File: config.mk
export PLATFORM = sky130hd
export DESIGN_NAME = mem_access_ctrl
export DESIGN_NICKNAME = d
export VERILOG_FILES = /design/src/rtl/mem_pkg.sv /design/src/rtl/load_ext.sv /design/src/rtl/mem_access_ctrl.sv
export SDC_FILE = /design/constraint.sdc
export NUM_CORES = 1
export LEC_CHECK = 0
export CELL_PAD_IN_SITES_DETAIL_PLACEMENT = 2
export CELL_PAD_IN_SITES_GLOBAL_PLACEMENT = 2
export CORE_MARGIN = 5
export CORE_UTILIZATION = 28
export CTS_CLUSTER_SIZE = 25
export DETAILED_ROUTE_END_ITERATION = 8
export PLACE_DENSITY = 0.84
export SLEW_MARGIN = 20
export SYNTH_ARGS = -nofsm -noshare
export SYNTH_HDL_FRONTEND = slang
export SYNTH_SLANG_ARGS = --single-unit
File: constraint.sdc
create_clock -name clk -period 2.6 [get_ports clk]
set_input_delay 0.65 -clock clk [delete_from_list [all_inputs] [get_ports clk]]
set_output_delay 0.65 -clock clk [all_outputs]
set_load 0.02 [all_outputs]
File: src/rtl/mem_pkg.sv
// Shared definitions for the data-memory path: memop codes, controller state
// encoding, bus widths and the alignment rule.
package mem_pkg;

  localparam int ADDR_W = 32;
  localparam int DATA_W = 32;
  localparam int BE_W   = DATA_W / 8;
  localparam int RD_W   = 5;

  localparam logic [2:0] MEMOP_WORD   = 3'b000;
  localparam logic [2:0] MEMOP_BYTE_U = 3'b001;
  localparam logic [2:0] MEMOP_BYTE_S = 3'b010;
  localparam logic [2:0] MEMOP_HALF_U = 3'b011;
  localparam logic [2:0] MEMOP_HALF_S = 3'b100;

  typedef enum logic {
    S_IDLE = 1'b0,
    S_BUSY = 1'b1
  } state_e;

  // Unlisted memop codes behave as word accesses, so they need 4-byte alignment.
  function automatic logic is_misaligned(input logic [2:0] memop, input logic [1:0] addr_lo);
    logic mis;
    case (memop)
      MEMOP_BYTE_U, MEMOP_BYTE_S: mis = 1'b0;
      MEMOP_HALF_U, MEMOP_HALF_S: mis = addr_lo[0];
      default:                    mis = |addr_lo;
    endcase
    return mis;
  endfunction

endpackage

File: src/rtl/load_ext.sv
// Load lane select and extension: picks the addressed byte/half from a
// little-endian word and zero- or sign-extends it to 32 bits.
module load_ext
  import mem_pkg::*;
(
  input  logic [DATA_W-1:0] rdata,
  input  logic [1:0]        addr_lo,
  input  logic [2:0]        memop,
  output logic [DATA_W-1:0] result
);

  logic [7:0]  byte_sel;
  logic [15:0] half_sel;

  always_comb begin
    case (addr_lo)
      2'd0:    byte_sel = rdata[7:0];
      2'd1:    byte_sel = rdata[15:8];
      2'd2:    byte_sel = rdata[23:16];
      default: byte_sel = rdata[31:24];
    endcase
    half_sel = addr_lo[1] ? rdata[31:16] : rdata[15:0];

    case (memop)
      MEMOP_BYTE_U: result = {24'b0, byte_sel};
      MEMOP_BYTE_S: result = {{24{byte_sel[7]}}, byte_sel};
      MEMOP_HALF_U: result = {16'b0, half_sel};
      MEMOP_HALF_S: result = {{16{half_sel[15]}}, half_sel};
      default:      result = rdata;
    endcase
  end

endmodule

File: src/rtl/mem_access_ctrl.sv
// M-stage memory access controller: issues one data-bus transaction per
// aligned load/store, retires all instructions to writeback.
module mem_access_ctrl
  import mem_pkg::*;
(
  input  logic              clk,
  input  logic              reset_n,
  input  logic              e_valid,
  input  logic [ADDR_W-1:0] e_addr,
  input  logic [2:0]        e_memop,
  input  logic              e_mem_read,
  input  logic              e_mem_write,
  input  logic [BE_W-1:0]   e_byteen,
  input  logic [DATA_W-1:0] e_wdata,
  input  logic [RD_W-1:0]   e_rd,
  input  logic              e_regwrite,
  output logic              stall_o,
  output logic              align_err,
  output logic              m_req,
  output logic              m_we,
  output logic [ADDR_W-1:0] m_addr,
  output logic [BE_W-1:0]   m_byteen,
  output logic [DATA_W-1:0] m_wdata,
  input  logic              m_ack,
  input  logic [DATA_W-1:0] m_rdata,
  output logic              w_valid,
  output logic              w_regwrite,
  output logic [RD_W-1:0]   w_rd,
  output logic [DATA_W-1:0] w_data
);

  // Handshake: e_* is taken on a rising edge with e_valid=1 while stall_o=0.
  // m_* holds stable from the m_req rise through the edge that samples m_ack=1.

  state_e            state_q, state_d;
  logic              m_req_q, m_req_d;
  logic              m_we_q, m_we_d;
  logic [ADDR_W-1:0] m_addr_q, m_addr_d;
  logic [BE_W-1:0]   m_byteen_q, m_byteen_d;
  logic [DATA_W-1:0] m_wdata_q, m_wdata_d;
  logic              align_err_q, align_err_d;
  logic              w_valid_q, w_valid_d;
  logic              w_regwrite_q, w_regwrite_d;
  logic [RD_W-1:0]   w_rd_q, w_rd_d;
  logic [DATA_W-1:0] w_data_q, w_data_d;
  logic              pend_load_q, pend_load_d;
  logic [2:0]        pend_memop_q, pend_memop_d;
  logic [1:0]        pend_lo_q, pend_lo_d;
  logic [RD_W-1:0]   pend_rd_q, pend_rd_d;
  logic              pend_rw_q, pend_rw_d;

  logic              is_mem;
  logic [DATA_W-1:0] ld_result;

  load_ext u_load_ext (
    .rdata   (m_rdata),
    .addr_lo (pend_lo_q),
    .memop   (pend_memop_q),
    .result  (ld_result)
  );

  assign is_mem = e_mem_read | e_mem_write;

  always_comb begin
    state_d      = state_q;
    m_req_d      = m_req_q;
    m_we_d       = m_we_q;
    m_addr_d     = m_addr_q;
    m_byteen_d   = m_byteen_q;
    m_wdata_d    = m_wdata_q;
    align_err_d  = 1'b0;
    w_valid_d    = 1'b0;
    w_regwrite_d = w_regwrite_q;
    w_rd_d       = w_rd_q;
    w_data_d     = w_data_q;
    pend_load_d  = pend_load_q;
    pend_memop_d = pend_memop_q;
    pend_lo_d    = pend_lo_q;
    pend_rd_d    = pend_rd_q;
    pend_rw_d    = pend_rw_q;

    case (state_q)
      S_IDLE: begin
        if (e_valid) begin
          if (!is_mem) begin
            w_valid_d    = 1'b1;
            w_data_d     = e_addr;
            w_rd_d       = e_rd;
            w_regwrite_d = e_regwrite;
          end else if (is_misaligned(e_memop, e_addr[1:0])) begin
            align_err_d  = 1'b1;
            w_valid_d    = 1'b1;
            w_regwrite_d = 1'b0;
            w_rd_d       = e_rd;
            w_data_d     = '0;
          end else begin
            // A read+write combination is a store: no register write-back.
            state_d      = S_BUSY;
            m_req_d      = 1'b1;
            m_we_d       = e_mem_write;
            m_addr_d     = {e_addr[ADDR_W-1:2], 2'b00};
            m_byteen_d   = e_mem_write ? e_byteen : '0;
            m_wdata_d    = e_wdata;
            pend_load_d  = ~e_mem_write;
            pend_memop_d = e_memop;
            pend_lo_d    = e_addr[1:0];
            pend_rd_d    = e_rd;
            pend_rw_d    = e_regwrite;
          end
        end
      end
      S_BUSY: begin
        if (m_ack) begin
          state_d      = S_IDLE;
          m_req_d      = 1'b0;
          w_valid_d    = 1'b1;
          w_rd_d       = pend_rd_q;
          w_regwrite_d = pend_load_q & pend_rw_q;
          w_data_d     = pend_load_q ? ld_result : '0;
        end
      end
      default: state_d = S_IDLE;
    endcase
  end

  always_ff @(posedge clk or negedge reset_n) begin
    if (!reset_n) begin
      state_q      <= S_IDLE;
      m_req_q      <= 1'b0;
      m_we_q       <= 1'b0;
      m_addr_q     <= '0;
      m_byteen_q   <= '0;
      m_wdata_q    <= '0;
      align_err_q  <= 1'b0;
      w_valid_q    <= 1'b0;
      w_regwrite_q <= 1'b0;
      w_rd_q       <= '0;
      w_data_q     <= '0;
      pend_load_q  <= 1'b0;
      pend_memop_q <= '0;
      pend_lo_q    <= '0;
      pend_rd_q    <= '0;
      pend_rw_q    <= 1'b0;
    end else begin
      state_q      <= state_d;
      m_req_q      <= m_req_d;
      m_we_q       <= m_we_d;
      m_addr_q     <= m_addr_d;
      m_byteen_q   <= m_byteen_d;
      m_wdata_q    <= m_wdata_d;
      align_err_q  <= align_err_d;
      w_valid_q    <= w_valid_d;
      w_regwrite_q <= w_regwrite_d;
      w_rd_q       <= w_rd_d;
      w_data_q     <= w_data_d;
      pend_load_q  <= pend_load_d;
      pend_memop_q <= pend_memop_d;
      pend_lo_q    <= pend_lo_d;
      pend_rd_q    <= pend_rd_d;
      pend_rw_q    <= pend_rw_d;
    end
  end

  assign stall_o    = (state_q == S_BUSY);
  assign align_err  = align_err_q;
  assign m_req      = m_req_q;
  assign m_we       = m_we_q;
  assign m_addr     = m_addr_q;
  assign m_byteen   = m_byteen_q;
  assign m_wdata    = m_wdata_q;
  assign w_valid    = w_valid_q;
  assign w_regwrite = w_regwrite_q;
  assign w_rd       = w_rd_q;
  assign w_data     = w_data_q;

endmodule
# After elaboration in Yosys (flattened, before gate mapping)
# Index checks and enable logic that the tools add are counted.
# op_classes
bitwise	5
muxes	42
reduce_logical	7
eq_ne	15
# ops
cell	count
$mux 32	5
$pmux 32 s4	1
$pmux 32 s2	1
$pmux 8 s3	1
$mux 1	22
$mux 5	4
$mux 16	1
$eq 3x2->1 const B	4
$pmux 1 s2	5
$pmux 5 s2	1
$ne 2x2->1 const B	4
$reduce_and 4->1	2
$eq 3x1->1 const B	2
$eq 3x3->1 const B	2
$reduce_or 2->1	3
$mux 4	1
$ne 3x3->1 const B	1
$not 1->1	3
$reduce_and 3->1	1
$eq 2x1->1 const B	1
$eq 2x2->1 const B	1
$logic_not 2->1	1
$and 1x1->1	1
$or 1x1->1	1
# totals
out_inout_bits	111
input_bits	115
regBits	121
wordCells	85

# Longest topological paths before layout
# logic_depth
word_depth	10
mapped_depth	7
depth_no_buf	5

# Modules after synthesis
# A second synthesis with hierarchy kept.
# hier_totals
cells_unflattened	481
hier_area_um2	6184.7
# by_module_without_submodules
mod	instances	cells_per_inst	area_each_um2	seq_area_each_um2
mem_access_ctrl	1	331	5066.1	3027.9
load_ext	1	150	1118.6	0.0

# Worst setup path after synthesis
# OpenSTA, ideal clock, no wires.
# synth_timing
kind	input to register
startpoint	input e_memop[1]
endpoint	register w_data_q[10] (netlist: w_data[10])
slack_ns	0.370
setup_time_ns	0.125
required_time_ns	2.475
arrival_ns	2.105
cell_stages	7
cell_sequence	or3b_1 > a21oi_2 > o22ai_1 > a21boi_2 > buf_4 > buf_6 > mux2_2
# synth_via
elab_chain_len	8
# synth_lines
item	line	rtl
start: declaration	mem_access_ctrl.sv:10	input logic [2:0] e_memop,
$eq 3x2->1, or another cell as far along	mem_pkg.sv:24	case (memop)
$reduce_or 2->1	mem_pkg.sv:24	
$pmux 1 s2 (*)	mem_pkg.sv:24	
$mux 1 (*)	mem_access_ctrl.sv:85	if (!is_mem) begin
$mux 1 (*)	mem_access_ctrl.sv:84	if (e_valid) begin
$mux 1 (*)	mem_access_ctrl.sv:82	case (state_q)
$ne 3x3->1 (no line) (*)	--	
$reduce_and 3->1 (no line) (*)	--	
end signal: assignment	mem_access_ctrl.sv:155	w_data_q <= w_data_d;
end: declaration	mem_access_ctrl.sv:45	logic [DATA_W-1:0] w_data_q, w_data_d;
# Mark *: on every way between the ends. The rest lies on a longest branch, timed or not. The select of a mux whose other input is x is not followed.
# A chain may end at the register's enable or synchronous reset.

# Worst setup path after layout
# layout_timing
startpoint	register pend_lo_q[0]
endpoint	register w_data_q[1] (netlist: w_data[1])
# layout_via
elab_chain_len	6
# layout_lines
item	line	rtl
start: declaration	mem_access_ctrl.sv:48	logic [1:0] pend_lo_q, pend_lo_d;
start signal: assignment	mem_access_ctrl.sv:158	pend_lo_q <= pend_lo_d;
$eq 2x2->1, or another cell as far along	load_ext.sv:16	case (addr_lo)
$pmux 8 s3 (*)	load_ext.sv:16	
$pmux 32 s4 (*)	load_ext.sv:24	case (memop)
$mux 32 (*)	mem_access_ctrl.sv:119	w_data_d = pend_load_q ? ld_result : '0;
$mux 32 (*)	mem_access_ctrl.sv:113	if (m_ack) begin
$pmux 32 s2 (*)	mem_access_ctrl.sv:82	
# Marks and branches as above.

==> run summary <==
run status: complete, no violations
slowest stage delay, CP: 0.74 ns
Global Route Usage Sum: 19.8%
Die ar.: 0.0249 sq mm
FMAX: 0.418 GHz
cell taking the most area after synthesis: dfrtp_1
unrepaired setup endpoints after global routing: no
initial detailed-routing violation count: 190
I/O Buffers: 223
synth-to-layout area growth: 57.8%
FF-to-FF Start: pend_lo_q[0]$_DFFE_PN0P_
Slew HR: 51.4%
Placement Cell Area: 0.00900 sq mm
CP max-delay cell: dfrtp_1
Worst-Margin Slew: 0.728 ns
fraction of layout cells with a size suffix above 1: 27.7%
# fillers: 2194
final core utilization: 44.6%
Unique masters post-synth: 50
clock buffer depth: 2
synthesized flop and latch total: 121
Final nets: 897
final-report setup violation count: 0
clock latency on the worst-skew pair: 0.41 ns
hold buffer count at CTS: 0
Setup Skew: 0.0106 ns
crit start category: flop
Yosys warnings: 0
ys async rst share: 100%
total power: 0.00898 W
worst path cell trace: mux4_2 > and3_1 > a221oi_1 > o21ai_0 > mux2_2
initial antenna violation count: 0
fin area: 0.00966 sq mm
die width: 158 microns
flop2flop setup slack: 0.21 ns
CP bufs+invs: 0
Die H: 158 microns
top cells by area, synth: dfrtp_1 49%, mux2_2 22%, nand2_1 3.4%, o21ai_0 3.1%, mux4_2 2.9%
Worst EP required: 2.90 ns
TritonCTS clock tree: yes
Sw Pwr: 0.00307 W
capture point of the worst reg-to-reg path: w_data[1]$_DFFE_PN0P_
cells on worst reg2reg path: 5
critical path fanouts, max: 11
Syn Area/Cell: 11.7 sq um
Max Slew Vio Count: 0
hpwl dp: 18.9 mm
sequential share of the synthesized area: 49.4%
Cells after Synth: 523
HP Class: input port to asynchronous set/reset pin
Via Count: 5471
main flop type after synthesis: dfrtp_1
Post-Route WL: 24.7 mm
number of synthesized flops with an enable pin: 0
synth cell count leaders: 121 x dfrtp_1, 117 x mux2_2, 55 x nand2_1, 38 x o21ai_0, 22 x nor2_1
combinational share of power: 39.3%
Yosys top cell area share: 49.4%
Core Region: 0.0217 sq mm
root buf cell: clkbuf_16
Hold Vio Cnt, Final: 0
largest net degree at the start of global routing: 47
internal power: 0.00591 W
kind of critical path: flop to flop
Worst Path Arrival: 2.69 ns
cts repair resizes: 0
Net Sw Frac: 34.2%
Vias per Instance: 5.09
CTS buffer count: 17
post-CTS setup buffers: 0
LEAKAGE: 4.09 nW
I/O pin cnt: 226
TritonCTS Sinks: 121
Clk pin slew, worst setup/hold paths: 0.06 ns
# H-tree levels: 4
TNS Setup: 0 ns
vias in the first global route: 6384
Clk pwr share: 29.7%
post-route ant nets: 0
WL per Instance: 23.0 microns
ant diodes: 0
Critical Path End Type: flop
gpl congestion: 0.848
mapped cell area: 0.00613 sq mm
origin of the worst setup path: pend_lo_q[0]$_DFFE_PN0P_
kind of cell adding the most delay to the critical path: multiplexers
fin crit share: 92.1%
# rows: 54
worst vdd ir: 510 uV
Max Cap Violations: 0
most instantiated library cell after synthesis: dfrtp_1
first-pass GRT wire length: 37.6 mm
power density over cell area: 929 mW/mm^2
global route total overflow: 0
sequential share of power: 31.0%
effective utilization at floorplan: 28.2%
Pre-Repair DR Iteration Count: 4
Tmin final: 2.39 ns
DR DRC count: 0
logic make-up (layout without fill, tap and decap cells):
logic type / count (synthesis) / count (layout) / share of synthesized area [%]
DFF: 121 / 121 / 49.4
other: 1 / 2 / 0.0612
and+or+nand+nor: 124 / 124 / 9.56
AOI/OAI and AO/OA: 99 / 99 / 10.8
muxes: 136 / 136 / 26.3
buffers and inverters: 41 / 312 / 3.70
xor gates and xnor gates: 1 / 1 / 0.143
power groups by stage:
| stage | Sequential, W | Combinational (W) | Clock (W) |
|---|---|---|---|
| final | 0.00278 | 0.00353 | 0.00267 |
| after global routing | 0.00286 | 0.00374 | 0.00283 |
| after detailed placement | 0.00282 | 0.00353 | 0 |
| after global placement | 0.00275 | 0.00339 | 0 |
| after floorplan | 0.00325 | 0.00131 | 0 |
| after CTS | 0.00280 | 0.00356 | 0.00273 |
layout by cell type, fill, tap and decap left out, types with 2 or more instances in the layout:
cell / n
clkdlybuf4s50_1: 222
nor3_1: 6
a221oi_1: 6
nand3b_1: 6
mux2_2: 117
a21oi_1: 14
mux2i_1: 10
o21ai_2: 2
clkinv_4: 3
dfrtp_1: 120
a22oi_1: 7
o31ai_1: 2
nand3_1: 13
and3_1: 8
nor2_1: 21
inv_1: 3
a32o_1: 9
o22a_1: 6
buf_4: 48
bufinv_16: 5
conb_1: 2
inv_6: 3
o21ai_0: 38
buf_12: 6
nor2b_1: 3
and3b_1: 2
clkbuf_16: 17
and2_1: 3
mux4_2: 8
nand2_1: 55
through the flow:
step	hold WS [ns]	setup WS [ns]	std cells
2_1_floorplan	0.354	0.370	524
3_3_place_gp	0.464	-0.154	1043
3_5_place_dp	0.494	-0.197	1043
4_1_cts	0.121	0.0110	1075
5_1_grt	0.130	0.0321	1075
6_report	0.128	0.205	1075
area by class of cell:
| class | instances | area (sq um) | area share, % |
|---|---|---|---|
| Sequential cell | 121 | 3030 | 31.3 |
| Multi-Input combinational cell | 362 | 2900 | 30.0 |
| Timing Repair Buffer | 277 | 2710 | 28.1 |
| Clock buffer | 19 | 443 | 4.58 |
| Tap cell | 280 | 350 | 3.63 |
| Clock inverter | 13 | 215 | 2.23 |
| Inverter | 3 | 11.3 | 0.117 |
flip-flops by register name, indices dropped and copies added, names as in the netlist, 2 cells and up:
signal / count
m_wdata: 32
w_data: 32
m_addr: 30
pend_rd_q: 5
w_rd: 5
m_byteen: 4
pend_memop_q: 3
pend_lo_q: 2
worst max-delay path by stage:
stage / to / cells after the start
3_5_place_dp: w_data[14]$_DFFE_PN0P_ / 7
5_1_grt: w_data[1]$_DFFE_PN0P_ / 5
2_1_floorplan: w_data[10]$_DFFE_PN0P_ / 7
3_3_place_gp: w_data[14]$_DFFE_PN0P_ / 7
6_report: w_data[1]$_DFFE_PN0P_ / 5
4_1_cts: stall_o / 1
per-layer routing:
metal	vias to the layer above	track usage [%]	routed length, microns
li1	2433	-	-
met1	2808	22.3	9510
met2	197	36.8	13200
met3	33	5.11	1580
met4	0	5.49	432
met5	-	0	0
Power figures use the tool's default switching activity.
